`src/rtl/fxp_pkg.sv`:
```
// Shared Q16.16 types and helpers for the feature/signal path: position and
// order-side encodings, default entry thresholds and the saturating add.
package fxp_pkg;

   typedef enum logic [1:0] {
      POS_FLAT  = 2'b00,
      POS_LONG  = 2'b01,
      POS_SHORT = 2'b10
   } pos_state_t;

   typedef enum logic [1:0] {
      SIDE_NONE = 2'b00,
      SIDE_BUY  = 2'b01,
      SIDE_SELL = 2'b10
   } order_side_t;

   localparam logic signed [31:0] DEF_BUY_TH  = 32'sh0000_8000;
   localparam logic signed [31:0] DEF_SELL_TH = 32'shFFFF_8000;

   // 33-bit sum; a carry that disagrees with the sign bit means overflow.
   function automatic logic signed [31:0] sat_add32(input logic signed [31:0] a,
                                                    input logic signed [31:0] b);
      logic [32:0] s;
      s = {a[31], a} + {b[31], b};
      if (s[32] != s[31])
         return s[32] ? 32'sh8000_0000 : 32'sh7FFF_FFFF;
      return s[31:0];
   endfunction

endpackage

```
`src/rtl/signal_engine.sv`:
```
// Scores each feature sample, tracks a FLAT/LONG/SHORT position with cooldown
// on re-entry, and emits one order per position change on a 1-deep output stage.
//
//   state     | meaning
//   POS_FLAT  | no position; entries allowed once cooldown reaches zero
//   POS_LONG  | long; leaves to FLAT on a negative score
//   POS_SHORT | short; leaves to FLAT on a positive score
module signal_engine
   import fxp_pkg::*;
#(
   parameter logic signed [31:0] BUY_TH    = DEF_BUY_TH,
   parameter logic signed [31:0] SELL_TH   = DEF_SELL_TH,
   parameter int                 RET_SHIFT = 2,
   parameter int                 COOLDOWN  = 2,
   parameter int                 SEQ_W     = 16
) (
   input  logic             clk,
   input  logic             rst_n,
   input  logic             in_valid,
   output logic             in_ready,
   input  logic [31:0]      ret_in,
   input  logic [31:0]      ema_in,
   output logic             out_valid,
   input  logic             out_ready,
   output logic [1:0]       order_side,
   output logic [31:0]      order_score,
   output logic [SEQ_W-1:0] order_seq,
   output logic [1:0]       pos_state
);

   localparam int CW = (COOLDOWN < 2) ? 1 : $clog2(COOLDOWN + 1);

   logic signed [31:0] ret_scaled;
   logic signed [31:0] score;
   logic               accept;
   logic               consume;

   pos_state_t         pos_q, pos_d;
   logic [CW-1:0]      cool_q, cool_d;
   logic               emit;
   order_side_t        side_d;

   order_side_t        side_q;
   logic [SEQ_W-1:0]   seq_cnt;

   assign ret_scaled = $signed(ret_in) >>> RET_SHIFT;
   assign score      = sat_add32($signed(ema_in), ret_scaled);

   assign in_ready = ~out_valid | out_ready;
   assign accept   = in_valid & in_ready;
   assign consume  = out_valid & out_ready;

   always_ff @(posedge clk) begin
      if (!rst_n) begin
         pos_q  <= POS_FLAT;
         cool_q <= '0;
      end else begin
         pos_q  <= pos_d;
         cool_q <= cool_d;
      end
   end

   always_comb begin
      pos_d  = pos_q;
      cool_d = cool_q;
      emit   = 1'b0;
      side_d = SIDE_NONE;
      if (accept) begin
         case (pos_q)
            POS_FLAT: begin
               if (cool_q == '0) begin
                  if (score > BUY_TH) begin
                     pos_d  = POS_LONG;
                     emit   = 1'b1;
                     side_d = SIDE_BUY;
                  end else if (score < SELL_TH) begin
                     pos_d  = POS_SHORT;
                     emit   = 1'b1;
                     side_d = SIDE_SELL;
                  end
               end
            end
            POS_LONG: begin
               if (score < 32'sd0) begin
                  pos_d  = POS_FLAT;
                  emit   = 1'b1;
                  side_d = SIDE_SELL;
               end
            end
            POS_SHORT: begin
               if (score > 32'sd0) begin
                  pos_d  = POS_FLAT;
                  emit   = 1'b1;
                  side_d = SIDE_BUY;
               end
            end
            default: pos_d = POS_FLAT;
         endcase
         // Exits also reload the cooldown, so re-entry waits after any change.
         if (emit)
            cool_d = CW'(COOLDOWN);
         else if (cool_q != '0)
            cool_d = cool_q - CW'(1);
      end
   end

   always_ff @(posedge clk) begin
      if (!rst_n) begin
         out_valid   <= 1'b0;
         side_q      <= SIDE_NONE;
         order_score <= '0;
         order_seq   <= '0;
         seq_cnt     <= '0;
      end else if (emit) begin
         out_valid   <= 1'b1;
         side_q      <= side_d;
         order_score <= score;
         order_seq   <= seq_cnt;
         seq_cnt     <= seq_cnt + SEQ_W'(1);
      end else if (consume) begin
         out_valid   <= 1'b0;
      end
   end

   assign order_side = side_q;
   assign pos_state  = pos_q;

endmodule

```
`config.mk`:
```
export PLATFORM = sky130hd
export DESIGN_NAME = signal_engine
export DESIGN_NICKNAME = d
export VERILOG_FILES = /design/src/rtl/fxp_pkg.sv /design/src/rtl/signal_engine.sv
export SDC_FILE = /design/constraint.sdc
export NUM_CORES = 1
export LEC_CHECK = 0
export CAP_MARGIN = 20
export CORE_UTILIZATION = 50
export DETAILED_ROUTE_END_ITERATION = 16
export PLACE_DENSITY = 0.77
export SLEW_MARGIN = 20
export SYNTH_ARGS = -nofsm -noshare
export SYNTH_HDL_FRONTEND = slang
export SYNTH_SLANG_ARGS = --single-unit
```
`constraint.sdc`:
```
create_clock -name clk -period 4.9 [get_ports clk]
set_clock_uncertainty 0.15 [all_clocks]
set_input_delay 0.49 -clock clk [delete_from_list [all_inputs] [get_ports clk]]
set_output_delay 0.49 -clock clk [all_outputs]
set_load 0.01 [all_outputs]
```
### After elaboration in Yosys (flattened, before gate mapping)

Index checks and enable logic that the tools add are counted.

| word-level totals | value |
|---|---|
| register bits | 71 |
| bits of input ports | 68 |
| output and inout port bits | 54 |
| logic and storage cells | 61 |

| operators by class | value |
|---|---|
| add/subtract/negate cells | 3 |
| $lt $le $gt $ge | 4 |
| equality and inequality tests | 7 |
| mux-type cells | 29 |
| bitwise gates (word level) | 4 |
| reduce and logical (&&, ||, !) cells | 7 |

Operator list:

| operator | number |
|---|---|
| $mux 32 | 3 |
| $add 32x30->33 | 1 |
| $gt 32x1->1 const B | 1 |
| $gt 32x17->1 const B | 1 |
| $lt 32x1->1 const B | 1 |
| $lt 32x16->1 const B | 1 |
| $mux 2 | 12 |
| $add 16x1->16 const B | 1 |
| $pmux 2 s3 | 2 |
| $mux 1 | 11 |
| $ne 2x2->1 const B | 3 |
| $reduce_bool 2->1 | 3 |
| $reduce_and 5->1 | 1 |
| $logic_not 2->1 | 2 |
| $ne 3x3->1 const B | 1 |
| $pmux 1 s3 | 1 |
| $and 1x1->1 | 2 |
| $eq 2x1->1 const B | 1 |
| $eq 2x2->1 const B | 1 |
| $reduce_and 2->1 | 1 |
| $sub 2x1->2 const B | 1 |
| $ne 1x1->1 | 1 |
| $not 1->1 | 1 |
| $or 1x1->1 | 1 |

### Depth between registers and ports, before layout

Gate-level depths: netlist (run 1).

| logic depth | value |
|---|---|
| word-level depth | 12 |
| mapped depth | 18 |
| depth with buffers taken out | 14 |

### Worst setup path before layout (run 1)

No wires, ideal clock.

| timing path | value |
|---|---|
| path kind | input -> register |
| start point | in ret_in[2] |
| end point | reg order_seq[4] |
| setup time | 0.128 ns |
| arrival | 3.674 ns |
| data required time | 4.622 ns |
| path slack | 0.948 ns |
| stages | 16 |
| path buffers | 2 |
| cell sequence | ha_1 fa_1 a21oi_1 o32ai_2 o21ai_2 nand2_2 a31o_4 xnor2_4 nand2_2 o41ai_4 nand4_2 a22oi_4 buf_6 buf_6 mux2i_1 nor2_1 |

| on the way | value |
|---|---|
| longest elaborated chain between the ends | 11 |
| elaborated cells on any way between the ends | 18 |
| classes of those cells | 1 x add/sub; 4 x order compare; 1 x eq/ne; 12 x mux |

RTL lines:

| item | RTL line | source |
|---|---|---|
| from (decl) | signal_engine.sv:21 | `input logic [31:0] ret_in,` |
| $add 32x30->33 (*) | fxp_pkg.sv:24 | `s = {a[31], a} + {b[31], b};` |
| $mux 32 / $ne 1x1->1 (equally long branches) | fxp_pkg.sv:26, fxp_pkg.sv:25 |  |
| $mux 32 / $mux 1 (equally long branches) | fxp_pkg.sv:25 | `if (s[32] != s[31])` |
| $mux 32 (*) | fxp_pkg.sv:27 | `return s[31:0];` |
| $lt 32x16->1 | signal_engine.sv:76 | `end else if (score < SELL_TH) begin` |
| $mux 1 | signal_engine.sv:76 |  |
| $mux 1 | signal_engine.sv:72 | `if (score > BUY_TH) begin` |
| $mux 1 | signal_engine.sv:71 | `if (cool_q == '0) begin` |
| $pmux 1 s3 (*) | signal_engine.sv:69 | `case (pos_q)` |
| $mux 1 (*) (2 in a row) | signal_engine.sv:68 | `if (accept) begin` |
| to (signal assigned) | signal_engine.sv:118 | `order_seq <= seq_cnt;` |
| to (decl) | signal_engine.sv:27 | `output logic [SEQ_W-1:0] order_seq,` |

Every way passes the cells marked *; elsewhere a longest branch is shown, timed or not. The select of a mux whose other input is x is not followed.
A chain may end at the register's enable or synchronous reset.

### Final worst setup path (run 1)

| timing path | value |
|---|---|
| start point | in ret_in[2] |
| end point | reg order_score[3] |

| on the way | value |
|---|---|
| longest elaborated chain between the ends | 11 |
| elaborated cells on any way between the ends | 18 |
| classes of those cells | 1 x add/sub; 4 x order compare; 1 x eq/ne; 12 x mux |

RTL lines:

| item | RTL line | source |
|---|---|---|
| $add 32x30->33 (*) | fxp_pkg.sv:24 |  |
| $mux 32 / $ne 1x1->1 (equally long branches) | fxp_pkg.sv:26, fxp_pkg.sv:25 |  |
| $mux 32 / $mux 1 (equally long branches) | fxp_pkg.sv:25 |  |
| $mux 32 (*) | fxp_pkg.sv:27 |  |
| $lt 32x16->1 | signal_engine.sv:76 |  |
| $mux 1 | signal_engine.sv:76 |  |
| $mux 1 | signal_engine.sv:72 |  |
| $mux 1 | signal_engine.sv:71 |  |
| $pmux 1 s3 | signal_engine.sv:69 |  |
| $mux 1 (2 in a row) | signal_engine.sv:68 |  |
| to (signal assigned) | signal_engine.sv:117 | `order_score <= score;` |
| to (decl) | signal_engine.sv:26 | `output logic [31:0] order_score,` |

Marked as above.

==> results of run 1 <==
-- worst register-to-register path: cells and delay by family, from the launching register on --
kind             cells  cell delay, ns
AND/OR/NAND/NOR      4            1.41
flip-flops           1            0.40
AO/OA/AOI/OAI        1            0.15
-- registers in the layout (all words and copies together) (netlist names) --
name and count:
order_seq 16, seq_cnt 16, out_valid 1, pos_state 2, cool_q 2, order_side 2
order_score 32
-- through the flow --
stage          hold WS [ns]  std cells
6_report             0.3038        985
5_1_grt              0.3011        985
4_1_cts              0.2984        985
3_5_place_dp         0.2930        969
3_3_place_gp         0.2841        969
2_1_floorplan        0.2920        713
-- cell type report --
| type | instances | area (um^2) | share of cell area |
|---|---|---|---|
| multi-input combinational | 588 | 4103 | 0.5432 |
| clock buffer | 12 | 266.5 | 0.03528 |
| clock inverter | 4 | 51.30 | 0.006791 |
| sequential | 71 | 1421 | 0.1882 |
| inverter | 15 | 56.30 | 0.007454 |
| timing repair buffer | 152 | 1476 | 0.1955 |
| tap | 143 | 178.9 | 0.02369 |
-- layer usage --
metal / wire length, um / track usage
met4: 235 / 0.09048
met1: 7195 / 0.3402
met3: 935 / 0.03469
met2: 7714 / 0.4500
met5: 0 / 0
-- cells by family after synthesis --
family | count (synthesis) | share of synthesized area
buffers and inverters | 54 | 0.05379
adder cells (fa/ha/maj) | 37 | 0.07973
flip-flops | 71 | 0.2435
multiplexers | 43 | 0.07458
AO/OA/AOI/OAI | 216 | 0.2692
XOR/XNOR | 30 | 0.04822
AND/OR/NAND/NOR | 262 | 0.2310
-- cells in the final DEF, fill, tap and decap left out, types with 5 or more instances in the layout --
cell | synthesis | layout
o211ai_1 | 6 | 6
clkdlybuf4s50_1 | 0 | 119
buf_4 | 4 | 30
o21a_1 | 9 | 9
a21oi_1 | 61 | 61
a21o_1 | 12 | 12
o21ai_0 | 36 | 36
nor3_1 | 10 | 10
nor2_1 | 66 | 66
nand3_1 | 23 | 23
ha_1 | 34 | 34
inv_1 | 14 | 14
o31ai_1 | 8 | 8
or3_1 | 14 | 14
xor2_1 | 12 | 12
and3_1 | 7 | 7
o21ai_1 | 14 | 14
dfxtp_1 | 71 | 71
xnor2_1 | 17 | 17
nand4_1 | 16 | 16
or4_1 | 5 | 5
a21oi_2 | 5 | 5
nand2_1 | 70 | 70
mux2i_1 | 41 | 41
nand2b_1 | 7 | 7
nor4_1 | 6 | 6
and2_1 | 5 | 5
clkbuf_16 | 0 | 9
-- worst max path at each step --
stage	start	endpoint	slack, ns	cells past startpoint
after global placement	ret_in[2]	order_score[3]$_SDFFE_PN0P_	0.11	17
final	ret_in[2]	order_score[3]$_SDFFE_PN0P_	0.26	17
after CTS	ret_in[2]	order_score[3]$_SDFFE_PN0P_	0.30	17
after detailed placement	ret_in[2]	order_score[3]$_SDFFE_PN0P_	-0.03	17
after floorplan	ret_in[2]	order_seq[4]$_SDFFE_PN0P_	0.95	16
after global routing	ret_in[2]	order_score[10]$_SDFFE_PN0P_	0.03	17
-- power groups by stage --
stage          registers (mW)  clock network, mW  logic, mW
2_1_floorplan           0.770                  0      0.815
3_3_place_gp            0.744                  0       1.25
3_5_place_dp            0.749                  0       1.28
4_1_cts                 0.738              0.690       1.29
5_1_grt                 0.748              0.718       1.40
6_report                0.738              0.682       1.29
==> flow_metrics.env, run 1 <==
export IMPL_drv_cap=0
export IMPL_ys_top_cells_by_count="dfxtp_1 (71), nand2_1 (70), nor2_1 (66)"
export IMPL_io_pin_count=122
export IMPL_clk_latency_ns=0.33
export IMPL_overflow=0
export IMPL_n_antenna_cell=0
export IMPL_yosysUniqueCellTypes=91
export IMPL_tightest_slew_ns=1.052
export IMPL_arrival_ns=4.66
export IMPL_die_w_um=110.1
export IMPL_coreArea_um2=11420
export IMPL_placed_area_um2=7236
export IMPL_synth_top_area_frac=0.2435
export IMPL_cp_required_ns=4.93
export IMPL_final_core_utilization=0.6615
export IMPL_r2r_slack_ns=2.72
export IMPL_fill_cells=986
export IMPL_dp_hpwl_um=12740
export IMPL_worstPathCellList="clkdlybuf4s50_1, ha_1, fa_1, a21oi_1, o32ai_2, o21ai_0, o211ai_2, o21ai_0, xor2_1, nand2_1, o41ai_4, nand4_2, a22oi_4, buf_12, buf_12, mux2i_1, nor2_1"
export IMPL_swShare=0.3640
export IMPL_clk_path_buf_depth=2
export IMPL_outcome="finished clean"
export IMPL_r2r_end="seq_cnt[14]$_SDFFE_PN0P_"
export IMPL_finalHoldViolations=0
export IMPL_relSlewSlack=0.2977
export IMPL_synth_edf_count=0
export IMPL_setup_violations=0
export IMPL_power_total_mw=2.712
export IMPL_antenna_found_initial=0
export IMPL_setup_ws_ns=0.2615
export IMPL_ys_seq_area_frac=0.2435
export IMPL_syn_area_um2=5838
export IMPL_p_leak_nw=2.998
export IMPL_areaGrowthSynthToFinish_pct=29.38
export IMPL_clock_root_buffer="clkbuf_16"
export IMPL_fp_dieH_um=110.1
export IMPL_critPathKind="input port to register"
export IMPL_grt_usage=0.2636
export IMPL_design_area_um2=7553
export IMPL_clk_pin_slew_worst_paths_ns=0.06
export IMPL_async_reset_ff_frac=0
export IMPL_grt_max_degree=64
export IMPL_synth_net_count=816
export IMPL_yosysMostFrequentCell="dfxtp_1"
export IMPL_hp_start="order_side[1]$_SDFFE_PN0P_"
export IMPL_viasPerCell=6.002
export IMPL_gp_congestion=0.8941
export IMPL_internal_power_mw=1.725
export IMPL_dieArea_um2=12110
export IMPL_yosys_warnings=0
export IMPL_hold_depth=2
export IMPL_timing_final_max_slew_violations=0
export IMPL_power_frac_comb=0.477
export IMPL_cts_max_level=3
export IMPL_crit_family="compound AO/OA/AOI/OAI gates"
export IMPL_fmax_mhz=215.6
export IMPL_initial_core_util=0.5113
export IMPL_first_global_vias=5339
export IMPL_clockPowerShare=0.251
export IMPL_ir_drop_uv=330.6
export IMPL_endpoint_kind="register"
export IMPL_via_count=5912
export IMPL_p_sw_uw=987.3
export IMPL_cp_start_kind="input port"
export IMPL_min_to="order_side[1]$_SDFFE_PN0P_"
export IMPL_rsz0062_at_grt="no"
export IMPL_synth_seq_cells=71
export IMPL_r2r_start="seq_cnt[3]$_SDFFE_PN0P_"
export IMPL_cp_slowest_cell="o41ai_4"
export IMPL_drt_pass1_iter_count=7
export IMPL_synth_area_leaders="dfxtp_1 (24%), ha_1 (7.3%), mux2i_1 (7.0%)"
export IMPL_avgSynthCellArea_um2=8.188
export IMPL_power_density_nw_per_um2=359.1
export IMPL_cts_resized=0
export IMPL_drtIter0Drc=428
export IMPL_yosys_most_used_dff="dfxtp_1"
export IMPL_cts_buffers=9
export IMPL_place_ws_ns=-0.03012
export IMPL_cp_max_fo=27
export IMPL_drc_errors=0
export IMPL_timing_final_crit_share=0.9466
export IMPL_synth_largest_area_cell="dfxtp_1"
export IMPL_cts_num_sinks=71
export IMPL_ant_nets=0
export IMPL_cpPeakStageDelay_ns=0.43
export IMPL_routedWlPerCell_um=16.32
export IMPL_port_buffers=119
export IMPL_grt_pass1_wl_um=25260
export IMPL_post_cts_buffers=0
export IMPL_syn_inst=713
export IMPL_hp_class="register to register"
export IMPL_rr_worst_depth=5
export IMPL_p_seq_frac=0.272
export IMPL_worst_path_buf_inv=3
export IMPL_cts_hold_buf=0
export IMPL_row_count=39
export IMPL_fin_nets=940
export IMPL_drive_gt1_frac=0.1200
export IMPL_fin_crit_ns=4.638
export IMPL_wl_um=16080
export IMPL_finalSetupTns_ns=0
export IMPL_cts_tree="built"
Power figures use the tool's default switching activity.
==> inputs of run 2 (changes only) <==
Settings changed: GPL_TIMING_DRIVEN set to 0.
==> run 2 against run 1 <==
Effect of this change:
- sequential power about the same
- power decreased by 2.5%
- clock power fell by 12%
- register-to-register slack got worse by 0.02 ns
- setup slack got worse by 0.022 ns
- cell count is 0.61% higher
- sequential cell count stayed put
- non-clock buffer count rose by 6
- cell area decreased by 0.73%
- critical path depth down 1
- sequential share of layout area grew 0.14 points
- routed wire length up 8.8%
==> flow_metrics.env, run 2 (synthesized netlist as in run 1, its figures left out) <==
export IMPL_crit_family="compound AO/OA/AOI/OAI gates"
export IMPL_p_seq_frac=0.278
export IMPL_cpPeakStageDelay_ns=0.45
export IMPL_internal_power_mw=1.623
export IMPL_cts_max_level=3
export IMPL_power_frac_comb=0.494
export IMPL_ir_drop_uv=419.2
export IMPL_swShare=0.3862
export IMPL_port_buffers=119
export IMPL_io_pin_count=122
export IMPL_initial_core_util=0.5113
export IMPL_cts_tree="built"
export IMPL_setup_violations=0
export IMPL_finalHoldViolations=0
export IMPL_fin_crit_ns=4.660
export IMPL_drv_cap=0
export IMPL_drc_errors=0
export IMPL_power_total_mw=2.645
export IMPL_clk_path_buf_depth=2
export IMPL_overflow=0
export IMPL_largest_register="order_score"
export IMPL_cp_required_ns=4.96
export IMPL_routedWlPerCell_um=17.66
export IMPL_cp_max_fo=10
export IMPL_relSlewSlack=0.5428
export IMPL_die_w_um=110.1
export IMPL_final_core_utilization=0.6567
export IMPL_largest_reg_flops=32
export IMPL_place_inst=975
export IMPL_via_count=5978
export IMPL_clockPowerShare=0.228
export IMPL_coreArea_um2=11420
export IMPL_drt_pass1_iter_count=8
export IMPL_worst_path_buf_inv=3
export IMPL_cts_buffers=9
export IMPL_use_met1=0.3819
export IMPL_use_met2=0.4866
export IMPL_row_count=39
export IMPL_hp_class="register to register"
export IMPL_dp_hpwl_um=13970
export IMPL_ant_nets=0
export IMPL_finalSetupTns_ns=0
export IMPL_r2r_start="pos_state[1]$_SDFFE_PN0P_"
export IMPL_fmax_mhz=214.6
export IMPL_first_global_vias=5566
export IMPL_worstPathCellList="clkdlybuf4s50_1, ha_1, a21oi_1, o21ai_1, nor2_1, o211ai_1, a21oi_1, xor2_1, nand2_2, o41ai_4, nand4b_2, a22oi_4, buf_6, buf_6, mux2i_1, nor2_1"
export IMPL_crit_start="ret_in[8]"
export IMPL_antenna_found_initial=0
export IMPL_outcome="finished clean"
export IMPL_cp_slowest_cell="o41ai_4"
export IMPL_endpoint_kind="register"
export IMPL_timing_final_crit_share=0.9510
export IMPL_critPathKind="input port to register"
export IMPL_drtIter0Drc=340
export IMPL_cts_num_sinks=71
export IMPL_fin_cells=991
export IMPL_post_cts_buffers=0
export IMPL_p_sw_mw=1.021
export IMPL_areaGrowthSynthToFinish_pct=28.44
export IMPL_drive_gt1_frac=0.1120
export IMPL_clock_root_buffer="clkbuf_16"
export IMPL_power_density_nw_per_um2=352.7
export IMPL_top_usage_layer="met2"
export IMPL_n_antenna_cell=0
export IMPL_final_cell_mix="clkdlybuf4s50_1 (119), dfxtp_1 (71), nand2_1 (70)"
export IMPL_clk_pin_slew_worst_paths_ns=0.06
export IMPL_timing_final_max_slew_violations=0
export IMPL_fill_cells=958
export IMPL_fp_dieH_um=110.1
export IMPL_cp_start_kind="input port"
export IMPL_arrival_ns=4.72
export IMPL_top_regs="order_score x32, order_seq x16, seq_cnt x16"
export IMPL_hp_start="order_score[31]$_SDFFE_PN0P_"
export IMPL_layout_commonest_cell="clkdlybuf4s50_1"
export IMPL_grt_max_degree=13
export IMPL_grt_pass1_wl_um=27230
export IMPL_wl_um=17500
export IMPL_clk_latency_ns=0.33
export IMPL_p_leak_nw=2.948
export IMPL_grt_usage=0.2904
export IMPL_fin_nets=946
export IMPL_viasPerCell=6.032
export IMPL_dieArea_um2=12110
export IMPL_gp_congestion=0.9239
export IMPL_rsz0062_at_grt="no"
export IMPL_tightest_slew_ns=0.6809
export IMPL_gr_usage_met3=0.03527
==> run 2: cell count changes in the layout (fill, tap and decap cells not counted), sizes merged <==
cell,previous run,this run
inv,16,15
clkinv,1,3
clkinvlp,1,2
clkbuf,12,24
bufinv,1,0
buf,33,26
==> run 2: worst min-delay path, delay by kind of cell, from the launching register on <==
kind                   cells  cell delay [ns]
flip-flops                 1             0.30
buffers and inverters      1             0.05
AO/OA/AOI/OAI              1             0.05
==> run 2: per-layer routing <==
layer / routed length, um / share of wire
met1: 7909 / 0.45
met4: 423 / 0.024
met3: 974 / 0.056
met5: 0 / 0
met2: 8194 / 0.47
==> run 2: final timing paths <==
kind | endpoint | slack, ns | cells past startpoint
worst max register to register | order_score[31]$_SDFFE_PN0P_ | 2.70 | 9
worst max-delay path | order_score[17]$_SDFFE_PN0P_ | 0.24 | 16
worst min register to register | order_score[31]$_SDFFE_PN0P_ | 0.31 | 2
worst min-delay path | order_score[31]$_SDFFE_PN0P_ | 0.31 | 2
==> run 2: cell type report <==
cell class,count,area [um^2],area share
clock inverters,5,33.78,0.004505
flip-flops and latches,71,1421,0.1896
clock buffers,11,242.7,0.03237
repair buffers,119,1191,0.1589
plain buffers,39,257.7,0.03437
inverters,15,56.30,0.007509
multi-input cells,588,4116,0.5490
well taps,143,178.9,0.02386
==> run 2: timing repair <==
action,in CTS,in global routing
setup endpoints to repair,0,45
hold buffers,0,0
resized for setup,0,3
==> run 2: power by group through the flow <==
stage	registers, mW	logic [mW]	clock network [mW]
after CTS	0.735	1.29	0.609
after global placement	0.743	1.26	0
after detailed placement	0.746	1.29	0
after global routing	0.744	1.41	0.627
final	0.735	1.31	0.603
after floorplan	0.770	0.815	0
==> run 2: metrics by stage <==
step / instance area [um^2] / hold WS, ns / worst slack, ns
2_1_floorplan: 5838 / 0.2920 / 0.9481
3_3_place_gp: 7208 / 0.2846 / -0.02518
3_5_place_dp: 7208 / 0.2991 / -0.1570
4_1_cts: 7485 / 0.3073 / 0.1932
5_1_grt: 7498 / 0.3263 / 0.02088
6_report: 7498 / 0.3052 / 0.2400
==> inputs of run 3 (changes only) <==
Settings changed: CORE_MARGIN set to 3.
==> run 3 against run 2 <==
Effect of this change:
- setup slack lost 0.016 ns
- cell area grew 0.42%
- critical path depth did not move
- critical endpoint is now order_seq[9]$_SDFFE_PN0P_
- highest routed layer unchanged
==> flow_metrics.env, run 3 (synthesized netlist as in run 1, its figures left out) <==
export IMPL_endpoint_kind="register"
export IMPL_place_inst=972
export IMPL_row_count=38
export IMPL_r2r_slack_ns=2.66
export IMPL_ir_drop_uv=335.7
export IMPL_power_density_nw_per_um2=358.3
export IMPL_fin_nets=947
export IMPL_drv_cap=0
export IMPL_initial_core_util=0.5247
export IMPL_fmax_mhz=213.9
export IMPL_clock_root_buffer="clkbuf_16"
export IMPL_finalHoldViolations=0
export IMPL_cts_max_level=3
export IMPL_layout_commonest_cell="clkdlybuf4s50_1"
export IMPL_relSlewSlack=0.5152
export IMPL_cp_max_fo=10
export IMPL_hp_class="register to register"
export IMPL_cp_slowest_cell="nor4_4"
export IMPL_p_leak_nw=2.965
export IMPL_fin_crit_ns=4.676
export IMPL_dieArea_um2=13010
export IMPL_critPathKind="input port to register"
export IMPL_rr_worst_depth=5
export IMPL_worst_path_buf_inv=3
export IMPL_placed_area_um2=7204
export IMPL_place_ws_ns=-0.1131
export IMPL_fp_dieH_um=114.1
export IMPL_design_area_um2=7530
export IMPL_timing_final_crit_share=0.9542
export IMPL_cts_tree="built"
export IMPL_clk_pin_slew_worst_paths_ns=0.06
export IMPL_drtIter0Drc=495
export IMPL_crit_family="simple AND/OR/NAND/NOR gates"
export IMPL_r2r_end="seq_cnt[14]$_SDFFE_PN0P_"
export IMPL_outcome="finished clean"
export IMPL_timing_final_max_slew_violations=0
export IMPL_n_antenna_cell=0
export IMPL_clk_path_buf_depth=2
export IMPL_finalSetupTns_ns=0
export IMPL_grt_pass1_wl_um=29140
export IMPL_worstPathCellList="clkdlybuf4s50_1, ha_1, nand4_1, nor4_4, a211oi_2, nand2_2, a31o_4, xnor2_4, nand2_2, o41ai_4, nand4b_2, a22oi_4, buf_6, buf_6, mux2i_1, nor2_1"
export IMPL_drt_pass1_iter_count=5
export IMPL_grt_max_degree=14
export IMPL_setup_violations=0
export IMPL_final_core_utilization=0.6768
export IMPL_rsz0062_at_grt="no"
export IMPL_via_count=6091
export IMPL_top_regs="order_score x32, order_seq x16, seq_cnt x16"
export IMPL_crit_start="ret_in[31]"
export IMPL_port_buffers=119
export IMPL_cts_buffers=9
export IMPL_cp_required_ns=4.95
export IMPL_drc_errors=0
export IMPL_tightest_slew_ns=0.7220
export IMPL_final_cell_mix="clkdlybuf4s50_1 (119), dfxtp_1 (71), nand2_1 (70)"
export IMPL_cp_endpoint="order_seq[9]$_SDFFE_PN0P_"
export IMPL_die_w_um=114.1
export IMPL_setup_ws_ns=0.2244
export IMPL_grt_usage=0.2724
export IMPL_whs_ns=0.2955
export IMPL_cpPeakStageDelay_ns=0.58
export IMPL_largest_reg_flops=32
export IMPL_cp_num_cells=16
export IMPL_largest_register="order_score"
export IMPL_gp_congestion=0.9305
export IMPL_cts_num_sinks=71
export IMPL_drive_gt1_frac=0.1154
export IMPL_wl_um=17920
export IMPL_arrival_ns=4.73
export IMPL_areaGrowthSynthToFinish_pct=28.98
export IMPL_cp_start_kind="input port"
export IMPL_fill_cells=951
export IMPL_viasPerCell=6.159
export IMPL_fin_cells=989
export IMPL_antenna_found_initial=0
export IMPL_routedWlPerCell_um=18.12
export IMPL_power_total_mw=2.698
export IMPL_dp_hpwl_um=14230
export IMPL_overflow=0
export IMPL_io_pin_count=122
export IMPL_clk_latency_ns=0.33
export IMPL_first_global_vias=5870
export IMPL_r2r_start="seq_cnt[3]$_SDFFE_PN0P_"
export IMPL_coreArea_um2=11130
export IMPL_ant_nets=0
run 3: worst min-delay path by stage:
stage                                     startpoint                    endpoint  slack (ns)  cells past startpoint
final                     order_side[1]$_SDFFE_PN0P_  order_side[1]$_SDFFE_PN0P_        0.30                      2
after detailed placement  order_side[1]$_SDFFE_PN0P_  order_side[1]$_SDFFE_PN0P_        0.29                      2
after global routing      order_side[1]$_SDFFE_PN0P_  order_side[1]$_SDFFE_PN0P_        0.33                      2
after global placement    order_side[1]$_SDFFE_PN0P_  order_side[1]$_SDFFE_PN0P_        0.28                      2
after floorplan             seq_cnt[15]$_SDFFE_PN0P_    seq_cnt[15]$_SDFFE_PN0P_        0.29                      2
after CTS                 order_side[1]$_SDFFE_PN0P_  order_side[1]$_SDFFE_PN0P_        0.30                      2
run 3: area by class of cell:
type	instances	area, um^2	area share
repair buffers	120	1199	0.1592
inverters	15	56.30	0.007478
multi-input cells	588	4123	0.5475
clock inverters	6	68.82	0.009139
clock buffers	10	229.0	0.03041
plain buffers	39	257.7	0.03423
well taps	140	175.2	0.02326
flip-flops and latches	71	1421	0.1888
run 3: tightest hold or removal path, stage by stage, from the launching register on:
cell and delay [ns]:
dfxtp_1 0.31, inv_1 0.05, a21oi_1 0.05
run 3: routing by layer:
metal	track usage	share of wire
met5	0	0
met4	0.08947	0.026
met3	0.04915	0.062
met2	0.4446	0.46
met1	0.3643	0.45
run 3: report_power, final:
part           switching, mW  leakage, nW  internal (mW)
registers             0.0600        0.578          0.672
clock network          0.253        0.143          0.398
logic                  0.718         2.24          0.597
run 3: timing repair:
item	CTS	global route
resized for setup	0	6
buffers inserted	0	1
endpoints found under the setup margin	0	59
hold buffers	0	0
